===== src/rtl/spi_pkg.sv =====
// rtl/spi_pkg.sv - frame layout constants, FSM states and frame builder shared by spi_master
package spi_pkg;

   localparam int FRAME_BITS      = 16;
   localparam int RDATA_FIRST_BIT = 8;

   localparam int MODE_BIT = 15;
   localparam int ADDR_MSB = 14;
   localparam int ADDR_LSB = 11;
   localparam int DATA_MSB = 7;

   localparam logic MODE_READ  = 1'b1;
   localparam logic MODE_WRITE = 1'b0;

   typedef enum logic [2:0] {
      FLUSH,
      IDLE,
      LOW,
      HIGH,
      GAP
   } spi_state_t;

   // Reads carry zeros in the data field; bits 10:8 are always zero.
   function automatic logic [FRAME_BITS-1:0] build_frame(
      input logic       rw,
      input logic [3:0] addr,
      input logic [7:0] wdata
   );
      logic [FRAME_BITS-1:0] f;
      f                    = '0;
      f[MODE_BIT]          = rw;
      f[ADDR_MSB:ADDR_LSB] = addr;
      if (rw == MODE_WRITE) begin
         f[DATA_MSB:0] = wdata;
      end
      return f;
   endfunction

endpackage


===== src/rtl/spi_phase_timer.sv =====
// rtl/spi_phase_timer.sv - CLKDIV down-counter giving a one-cycle tick at the end of each phase
module spi_phase_timer #(
   parameter int CLKDIV = 4
) (
   input  logic clk,
   input  logic reset,
   input  logic reload,
   output logic tick
);

   localparam logic [7:0] LOAD = 8'(CLKDIV - 1);

   logic [7:0] cnt;

   // Auto-reloads on every tick so consecutive phases stay exactly CLKDIV long.
   always_ff @(posedge clk) begin
      if (reset || reload) begin
         cnt <= LOAD;
      end else if (cnt == 8'd0) begin
         cnt <= LOAD;
      end else begin
         cnt <= cnt - 8'd1;
      end
   end

   assign tick = (cnt == 8'd0);

endmodule


===== src/rtl/spi_master.sv =====
// rtl/spi_master.sv - 16-bit SPI read/write master generating spiclk/spien/MOSI from clk
module spi_master
   import spi_pkg::*;
#(
   parameter int CLKDIV = 4
) (
   input  logic       clk,
   input  logic       reset,
   input  logic       start,
   input  logic       rw,
   input  logic [3:0] addr,
   input  logic [7:0] wdata,
   output logic       busy,
   output logic       done,
   output logic [7:0] rdata,
   output logic       spiclk,
   output logic       spien,
   output logic       spidout,
   input  logic       spidin
);

   localparam logic [3:0] RD_FIRST = 4'(RDATA_FIRST_BIT);
   localparam logic [3:0] LAST_BIT = 4'(FRAME_BITS - 1);

   spi_state_t state, state_n;

   logic        spiclk_n, spien_n, spidout_n, done_n, busy_n;
   logic [7:0]  rdata_n;
   logic [14:0] tx, tx_n;
   logic [7:0]  rx, rx_n;
   logic [3:0]  bitcnt, bitcnt_n;
   logic        is_read, is_read_n;
   logic        armed, armed_n;
   logic        reload, tick;
   logic [FRAME_BITS-1:0] frame_w;

   spi_phase_timer #(
      .CLKDIV(CLKDIV)
   ) u_timer (
      .clk    (clk),
      .reset  (reset),
      .reload (reload),
      .tick   (tick)
   );

   always_ff @(posedge clk) begin
      if (reset) begin
         state   <= FLUSH;
         spiclk  <= 1'b0;
         spien   <= 1'b0;
         spidout <= 1'b0;
         done    <= 1'b0;
         busy    <= 1'b1;
         rdata   <= 8'h00;
         tx      <= '0;
         rx      <= 8'h00;
         bitcnt  <= 4'd0;
         is_read <= 1'b0;
         armed   <= 1'b0;
      end else begin
         state   <= state_n;
         spiclk  <= spiclk_n;
         spien   <= spien_n;
         spidout <= spidout_n;
         done    <= done_n;
         busy    <= busy_n;
         rdata   <= rdata_n;
         tx      <= tx_n;
         rx      <= rx_n;
         bitcnt  <= bitcnt_n;
         is_read <= is_read_n;
         armed   <= armed_n;
      end
   end

   always_comb begin
      state_n   = state;
      spiclk_n  = spiclk;
      spien_n   = spien;
      spidout_n = spidout;
      done_n    = 1'b0;
      busy_n    = busy;
      rdata_n   = rdata;
      tx_n      = tx;
      rx_n      = rx;
      bitcnt_n  = bitcnt;
      is_read_n = is_read;
      armed_n   = armed;
      reload    = 1'b0;
      frame_w   = build_frame(rw, addr, wdata);

      case (state)
         // One spiclk pulse with spien low resynchronises the slave's bit counter.
         FLUSH: begin
            if (!armed) begin
               spiclk_n = 1'b1;
               armed_n  = 1'b1;
               reload   = 1'b1;
            end else if (tick) begin
               if (spiclk) begin
                  spiclk_n = 1'b0;
               end else begin
                  state_n = IDLE;
                  busy_n  = 1'b0;
               end
            end
         end
         IDLE: begin
            if (start) begin
               tx_n      = frame_w[FRAME_BITS-2:0];
               spidout_n = frame_w[MODE_BIT];
               is_read_n = (rw == MODE_READ);
               spien_n   = 1'b1;
               spiclk_n  = 1'b0;
               busy_n    = 1'b1;
               bitcnt_n  = 4'd0;
               reload    = 1'b1;
               state_n   = LOW;
            end
         end
         LOW: begin
            if (tick) begin
               spiclk_n = 1'b1;
               if (bitcnt >= RD_FIRST) begin
                  rx_n = {rx[6:0], spidin};
               end
               state_n = HIGH;
            end
         end
         HIGH: begin
            if (tick) begin
               spiclk_n = 1'b0;
               if (bitcnt != LAST_BIT) begin
                  bitcnt_n  = bitcnt + 4'd1;
                  spidout_n = tx[14];
                  tx_n      = {tx[13:0], 1'b0};
                  state_n   = LOW;
               end else begin
                  spien_n   = 1'b0;
                  spidout_n = 1'b0;
                  state_n   = GAP;
               end
            end
         end
         GAP: begin
            if (tick) begin
               done_n  = 1'b1;
               busy_n  = 1'b0;
               if (is_read) begin
                  rdata_n = rx;
               end
               state_n = IDLE;
            end
         end
         default: begin
            state_n = FLUSH;
         end
      endcase
   end

endmodule


===== config.mk =====
export PLATFORM = sky130hd
export DESIGN_NAME = spi_master
export DESIGN_NICKNAME = d
export VERILOG_FILES = /design/src/rtl/spi_pkg.sv /design/src/rtl/spi_phase_timer.sv /design/src/rtl/spi_master.sv
export SDC_FILE = /design/constraint.sdc
export NUM_CORES = 1
export LEC_CHECK = 0
export ABC_AREA = 1
export CORE_MARGIN = 2
export CORE_UTILIZATION = 30
export CTS_CLUSTER_SIZE = 24
export DETAILED_ROUTE_END_ITERATION = 10
export SLEW_MARGIN = 20
export SYNTH_ARGS = -nofsm -noshare
export SYNTH_HDL_FRONTEND = slang
export SYNTH_SLANG_ARGS = --single-unit

===== constraint.sdc =====
create_clock -name clk -period 1.9 [get_ports clk]
set_input_delay 0.38 -clock clk [delete_from_list [all_inputs] [get_ports clk]]
set_output_delay 0.38 -clock clk [all_outputs]
set_load 0.02 [all_outputs]

==> Word level (Yosys, flattened, before mapping) <==
Cells that the tools add are included.
W data, S select, Z words.
{ "totals": {"register_bits": 53, "inputBits": 17, "out_inout_bits": 13, "wordCells": 88} }
{ "classes": {"addsub": 2, "n_lt_le_gt_ge": 1, "eq_ne": 14, "muxes": 40, "bitwise_logic": 1, "n_reduce_logical": 17} }
{ "op_table": {"columns": ["op", "n"], "rows": [
  ["$mux W15", 3],
  ["$pmux W15 S2", 1],
  ["$mux W3", 8],
  ["$ne A2 B2 Y1 const B", 9],
  ["$mux W1", 17],
  ["$pmux W3 S5", 1],
  ["$mux W4", 3],
  ["$reduce_and A3 Y1", 4],
  ["$logic_not A8 Y1", 1],
  ["$mux W8", 1],
  ["$pmux W4 S2", 1],
  ["$reduce_and A4 Y1", 2],
  ["$sub A8 B1 Y8 const B", 1],
  ["$reduce_and A7 Y1", 1],
  ["$eq A3 B2 Y1 const B", 2],
  ["$pmux W1 S2", 3],
  ["$reduce_and A6 Y1", 1],
  ["$add A4 B1 Y4 const B", 1],
  ["$ge A4 B4 Y1 const B", 1],
  ["$ne A4 B4 Y1 const B", 1],
  ["$pmux W1 S4", 1],
  ["$reduce_bool A4 Y1", 1],
  ["$reduce_or A2 Y1", 2],
  ["$eq A3 B1 Y1 const B", 1],
  ["8 further kinds", 8]
]} }

==> Depth between registers and ports, before layout <==
Gate-level depths: netlist of run 1.
{ "depth": {"ltp_word": 4, "mapped_depth": 10, "ltp_nobuf": 10} }

==> Hierarchy <==
From an unflattened synthesis of run 1, not the netlist that was laid out.
{ "unflattened": {"hier_cells": 358, "area_unflattened_um2": 2466.1} }
{ "by_module_without_submodules": {"columns": ["module", "n_inst", "cells_per_inst", "area_each_um2", "seq_area_each_um2"], "rows": [
  ["spi_master", 1, 304, 2057.0, 900.9],
  ["spi_phase_timer", 1, 54, 409.1, 160.2]
]} }

==> Worst setup path after synthesis of run 1 <==
No wires, ideal clock.
{ "synth_path": {"path_type": "register to register", "start": "register bitcnt[0]", "end": "register bitcnt[0]", "setup_time_ns": 0.114, "t_arrival_ns": 1.388, "t_required_ns": 1.786, "setup_slack_ns": 0.399, "path_stages_with_launch": 10, "path_buffers": 2, "period_less_slack_ns": 1.501, "path_cell_list": "dfxtp_1 > ha_1 > nand2_1 > nor2_1 > a21oi_4 > nand3_2 > buf_6 > buf_6 > a21oi_1 > nor2_1"} }
{ "synth_between": {"elab_chain_len": 4, "word_cells_on_any_way": 7, "cone_classes": "add/sub: 1; eq/ne: 2; mux: 3; reduce/logical: 1"} }
{ "synth_rtl": {"columns": ["item", "line_no", "text"], "rows": [
  ["from (decl)", "spi_master.sv:31", "logic [3:0] bitcnt, bitcnt_n;"],
  ["from (signal assigned)", "spi_master.sv:70", "bitcnt <= bitcnt_n;"],
  ["$add A4 B1 Y4", "spi_master.sv:134", "bitcnt_n = bitcnt + 4'd1;"],
  ["$mux W4", "spi_master.sv:133", "if (bitcnt != LAST_BIT) begin"],
  ["$mux W4", "spi_master.sv:131", "if (tick) begin"],
  ["$pmux W4 S2", "spi_master.sv:92", "case (state)"]
]} }
Several ways; a longest one is shown, not always the timed one. The select of a mux whose other input is x is not followed.
A chain may end at the register's enable or synchronous reset.

==> Worst setup path after layout of run 1 <==
{ "layout_path": {"start": "register rdata[2]", "end": "output port rdata[2]"} }
{ "layout_lines": {"columns": ["item", "line_no", "text"], "rows": [
  ["from (decl)", "spi_master.sv:15", "output logic [7:0] rdata,"],
  ["from (signal assigned)", "spi_master.sv:67", "rdata <= rdata_n;"]
]} }
No word-level cell between the ends.

==> results of run 1 <==
[synthesized netlist by cell type (all sizes together)]
library cell  number
a21oi             34
nand2             91
dfxtp             53
o21ai             34
nand4             12
o21a               1
or2                2
nor4               1
buf                8
xor2               1
xnor2              3
clkbuf             7
inv               53
nand3             11
ha                 4
nor2              54
clkinv             1
a31oi              1
[per-stage QoR]
| stage | cell area, µm² | std cells | utilization [%] |
|---|---|---|---|
| after floorplan | 2530 | 371 | - |
| after global placement | 2930 | 498 | 35.9 |
| after detailed placement | 2930 | 498 | 35.9 |
| after CTS | 3020 | 506 | 37.0 |
| after global routing | 3030 | 507 | 37.1 |
| final | 3030 | 507 | 37.1 |
[power by group through the flow]
| stage | Combinational, mW | Clock [mW] | Sequential, mW |
|---|---|---|---|
| finish | 0.154 | 0.661 | 1.13 |
| global route | 0.176 | 0.733 | 1.13 |
| CTS | 0.153 | 0.688 | 1.13 |
| detailed placement | 0.152 | 0 | 1.16 |
| global placement | 0.151 | 0 | 1.16 |
| floorplan | 0.0869 | 0 | 1.16 |
[per-layer routing]
layer  vias up  wire length, µm  track usage (%)
li1       1218                -                -
met1      1013             2730             16.8
met2        40             2330             20.5
met3         6              232             3.05
met4         0               50             3.21
met5         -                0                0
[layout by cell type (no fill, tap or decap), types with 2 or more instances in the layout]
master	netlist	routed
nand4_1	12	12
ha_1	4	4
xnor2_1	3	3
o21ai_0	33	33
inv_2	2	2
clkdlybuf4s50_1	0	29
nor2_4	2	2
or2_2	2	2
nor2_1	50	50
inv_1	51	51
nor2_2	2	2
nand2_1	90	90
nand3_1	10	10
a21oi_1	33	33
dfxtp_1	53	53
clkbuf_8	0	5
buf_4	1	8
[path summary, 6_finish.rpt]
| kind | cells past startpoint | endpoint | slack (ns) |
|---|---|---|---|
| hold reg to reg | 1 | u_timer.cnt[0]$_SDFF_PP1_ | 0.40 |
| setup reg to reg | 8 | rdata[5]$_SDFFE_PP0P_ | 0.25 |
| setup / recovery | 1 | rdata[2] | 0.23 |
| hold / removal | 1 | u_timer.cnt[0]$_SDFF_PP1_ | 0.40 |
[flip-flops by register name (all words and copies together), names as in the netlist]
signal and count:
u_timer.cnt 8, spidout 1, rx 8, bitcnt 4
busy 1, armed 1, spien 1, state 3
is_read 1, spiclk 1, rdata 8, tx 15
done 1
[logic make-up (layout without fill, tap and decap cells)]
kind of cell / Yosys count / count (layout) / synth area share, %
flops: 53 / 53 / 42.0
buf+inv: 69 / 100 / 11.5
fa+ha+maj: 4 / 4 / 1.98
simple gates: 171 / 171 / 28.5
xor+xnor: 4 / 4 / 1.39
compound gates: 70 / 70 / 14.6
[what timing repair did]
action | CTS | global route
endpoints found under the hold margin | 0 | 0
setup endpoints to repair | 0 | 3
buffers inserted | 0 | 1
[layout make-up]
type,instances,area share [%]
well taps,105,4.34
multi-input cells,249,38.8
repair buffers,38,12.2
clock inverters,3,0.702
flip-flops and latches,53,35.0
inverters,54,6.69
clock buffers,5,2.27
==> qor.yml, run 1 <==
clock.fmax_mhz: 599
slowest_delay_ns: 0.61
pwr-share-comb_pct: 7.9
grt_setup_unrepaired: "no"
hold_ws_ns: 0.400
p_sw_mw: 0.488
tritoncts.num_buffers: 5
clockRootBuffer: "clkbuf_8"
fin_crit_ns: 1.67
cts_tree: "built"
max_slew_margin_pct: 75.4
maxCapViolations: 0
final_nets: 422
hold_viol: 0
regArea_um2: 1060
synth_area_um2: 2530
synth_top_area_share_pct: 42.0
yosysTopAreaCell: "dfxtp_1"
peakVddDrop_mv: 0.283
yosys_warnings: 0
grt_pass1_vias: 2080
startpoint_type: "flip-flop"
cp-startpoint: "rdata[2]$_SDFFE_PP0P_"
antenna_found_initial: 0
layout-drive-gt1-share_pct: 7.21
clock_latency_ns: 0.31
finalPower_mw: 1.95
power_density_nw_per_um2: 642
route.detailed.drc: 0
syn_avg_cell_area_um2: 6.81
synth_seq_cells: 53
io_buffers: 29
synth_cells: 371
start_util_pct: 30.9
grt_max_degree: 30
dp_slack_ns: 0.183
finalClockSkew_ns: 0.0128
row_count: 33
antenna_left: 0
slowest_stage: "clkdlybuf4s50_1"
syn-num-nets: 392
ctsResizeCount: 0
min_period_over_period_pct: 87.9
firstDrtPassIters: 4
synth.distinct_cells: 27
place_hpwl_um: 3730
track_usage_pct: 12.6
cp_max_fo: 2
endpoint_kind: "output port"
setup-tns-final_ns: 0
worst_pin_slew_ns: 0.365
via_count: 2277
fin_ws_ns: 0.230
wl_per_cell_um: 10.5
netSwitchingFraction_pct: 25.1
synth_area_leaders: "dfxtp_1 (42%), nand2_1 (13%), inv_1 (7.6%)"
drv_slew: 0
drt_iter0_markers: 126
cts_hold_buf: 0
wl_um: 5340
grt_first_pass_wirelength_um: 9250
multi_input_area_um2: 1170
crit_family: "buffers and inverters"
clockBufferDepth: 2
clk_pin_slew_ns: 0.10
boundaryPins: 30
p_leak_nw: 1.34
power.clock.fraction_pct: 34.0
cp.required_ns: 1.52
htree_levels: 2
num_antenna_cells: 0
hold_path.class: "flip-flop to flip-flop"
setup_violations: 0
place_congestion: 0.815
yosysSeqAreaShare_pct: 42.0
path_cells: "clkdlybuf4s50_1"
critical_path_buf_inv_count: 1
intPower_mw: 1.46
outcome: "complete, no violations"
rr_startpoint: "u_timer.cnt[0]$_SDFF_PP1_"
cp.arrival_ns: 1.29
clkSinkCount: 53
die_area_um2: 9170
criticalPathCategory: "flip-flop to output port"
fillCellCount: 862
areaGrowthSynthToFinish_pct: 20.0
die_h_um: 95.8
die_x_um: 95.8
grt_overflow_total: 0
p_seq_share_pct: 58.1
core_um2: 8180
post_drt_via_cell_ratio: 4.49
worstHoldStart: "u_timer.cnt[0]$_SDFF_PP1_"
Power figures use the tool's default switching activity.
==> run 2, diff against run 1 <==
--- a/config.mk
+++ b/config.mk
@@ -8,6 +8,8 @@
 export ABC_AREA = 1
 export CORE_MARGIN = 2
 export CORE_UTILIZATION = 30
+export CTS_BUF_LIST = sky130_fd_sc_hd__clkbuf_4
+export CTS_CLUSTER_DIAMETER = 200
 export CTS_CLUSTER_SIZE = 24
 export DETAILED_ROUTE_END_ITERATION = 10
 export SLEW_MARGIN = 20
==> run 2 against run 1 <==
Combinational power about the same. Maximum frequency down 5.0%. Global-route usage up 0.082 points. Setup slack got worse by 0.088 ns. Highest routed layer unchanged.
==> qor.yml, run 2 (synthesis gave the netlist of run 1 again) <==
clock_latency_ns: 0.38  # +0.07 ns
areaGrowthSynthToFinish_pct: 18.7
maxCapViolations: 0  # unchanged
drt_iter0_markers: 122  # -3.2%
pwr-share-comb_pct: 8.5  # +0.6 points
hold_path.class: "flip-flop to flip-flop"
tritoncts.num_buffers: 5  # unchanged
p_leak_nw: 1.33  # -0.96%
grt_setup_unrepaired: "no"
final_cells: 507  # unchanged
clk_pin_slew_ns: 0.16  # +0.06 ns
power.clock.fraction_pct: 29.1  # -4.9 points
place_hpwl_um: 3730  # unchanged
fin_crit_ns: 1.76  # +0.0878 ns
min_period_over_period_pct: 92.5  # +4.6 points
via_count: 2263  # -0.61%
max_flop_register: "tx"
core_um2: 8180  # unchanged
max_slew_margin_pct: 75.4  # about the same
endpoint_kind: "output port"
p_seq_share_pct: 62.4  # +4.3 points
post_dp_cell_area_um2: 2930  # unchanged
final_cell_mix: "nand2_1 (90), dfxtp_1 (53), inv_1 (51), nor2_1 (50)"
clockBufferDepth: 2  # unchanged
place_congestion: 0.815  # unchanged
slowest_delay_ns: 0.61  # about the same
cts_hold_buf: 0  # unchanged
wl_per_cell_um: 10.5  # about the same
critical_path_buf_inv_count: 1  # unchanged
grt_max_degree: 30  # unchanged
cts_setup_buffers: 0  # unchanged
cp.arrival_ns: 1.38  # +0.09 ns
firstDrtPassIters: 4  # unchanged
cp_max_fo: 2  # unchanged
antenna_left: 0  # unchanged
outcome: "complete, no violations"
clock.fmax_mhz: 569  # -5.0%
layout-drive-gt1-share_pct: 7.21  # unchanged
row_count: 33  # unchanged
clockRootBuffer: "clkbuf_4"
die_x_um: 95.8  # unchanged
largest_register_ffs: 15  # unchanged
intPower_mw: 1.35  # -7.8%
route.detailed.drc: 0  # unchanged
track_usage_pct: 12.7  # +0.082 points
boundaryPins: 30  # unchanged
start_util_pct: 30.9  # unchanged
startpoint_type: "flip-flop"
cts_tree: "built"
peakVddDrop_mv: 0.231  # -18%
post_drt_via_cell_ratio: 4.46  # -0.61%
grt_pass1_vias: 2081  # +0.048%
path_cells: "clkdlybuf4s50_1"
final_nets: 422  # unchanged
netSwitchingFraction_pct: 25.9  # +0.84 points
power_density_nw_per_um2: 606  # -5.7%
finalClockSkew_ns: 0.0228  # +0.0100 ns
wl_um: 5340  # about the same
antenna_found_initial: 0  # unchanged
drv_slew: 0  # unchanged
slowest_stage: "clkdlybuf4s50_1"
htree_levels: 2  # unchanged
worst_pin_slew_ns: 0.366  # +0.000160 ns
grt_overflow_total: 0  # unchanged
num_antenna_cells: 0  # unchanged
clkSinkCount: 53  # unchanged
hold_ws_ns: 0.411  # +0.0114 ns
place_inst: 498  # unchanged
final_common_cell: "nand2_1"
die_area_um2: 9170  # unchanged
criticalPathCategory: "flip-flop to output port"
ctsResizeCount: 0  # unchanged
fin_area_um2: 3000  # -1.0%
die_h_um: 95.8  # unchanged
io_buffers: 29  # unchanged
crit_family: "buffers and inverters"
setup-tns-final_ns: 0  # unchanged
p_sw_mw: 0.470  # -3.6%
grt_first_pass_wirelength_um: 9250  # about the same
setup_violations: 0  # unchanged
cp.required_ns: 1.52  # about the same
hold_viol: 0  # unchanged
final_util_pct: 36.7  # -0.38 points
==> run 2: cell count changes in the layout (fill, tap and decap cells not counted) <==
cell / before / now
clkbuf_8: 5 / 0
clkbuf_4: 0 / 5
==> run 2: layer usage <==
| layer | track usage (%) | routed length (µm) | up-vias |
|---|---|---|---|
| li1 | - | - | 1218 |
| met1 | 16.7 | 2750 | 1007 |
| met2 | 20.6 | 2290 | 33 |
| met3 | 3.52 | 227 | 5 |
| met4 | 3.21 | 61 | 0 |
| met5 | 0 | 0 | - |
==> run 2: area by class of cell <==
class | instances | area [µm²]
tap | 105 | 131
clock inverter | 3 | 21.3
clock buffer | 5 | 37.5
timing repair buffer | 38 | 370
fill | 867 | 5180
multi-input combinational | 249 | 1170
sequential | 53 | 1060
inverter | 54 | 203
==> run 2: power by group through the flow <==
stage	Clock, mW	Combinational, mW	Sequential, mW
floorplan	0	0.0869	1.16
global placement	0	0.151	1.16
detailed placement	0	0.152	1.16
CTS	0.557	0.153	1.13
global route	0.602	0.176	1.14
finish	0.528	0.154	1.13
==> run 2: per-stage QoR <==
step	total power, mW	setup WS (ns)
2_1_floorplan	1.25	0.399
3_3_place_gp	1.31	0.183
3_5_place_dp	1.31	0.183
4_1_cts	1.84	0.114
5_1_grt	1.92	0.00447
6_report	1.82	0.142
==> run 2: worst paths after layout <==
path                             startpoint                        end  slack [ns]  cells after the start
hold reg to reg   u_timer.cnt[0]$_SDFF_PP1_  u_timer.cnt[0]$_SDFF_PP1_        0.41                      1
setup reg to reg  u_timer.cnt[0]$_SDFF_PP1_      rdata[5]$_SDFFE_PP0P_        0.22                      8
hold / removal    u_timer.cnt[0]$_SDFF_PP1_  u_timer.cnt[0]$_SDFF_PP1_        0.41                      1
setup / recovery      rdata[2]$_SDFFE_PP0P_                   rdata[2]        0.14                      1
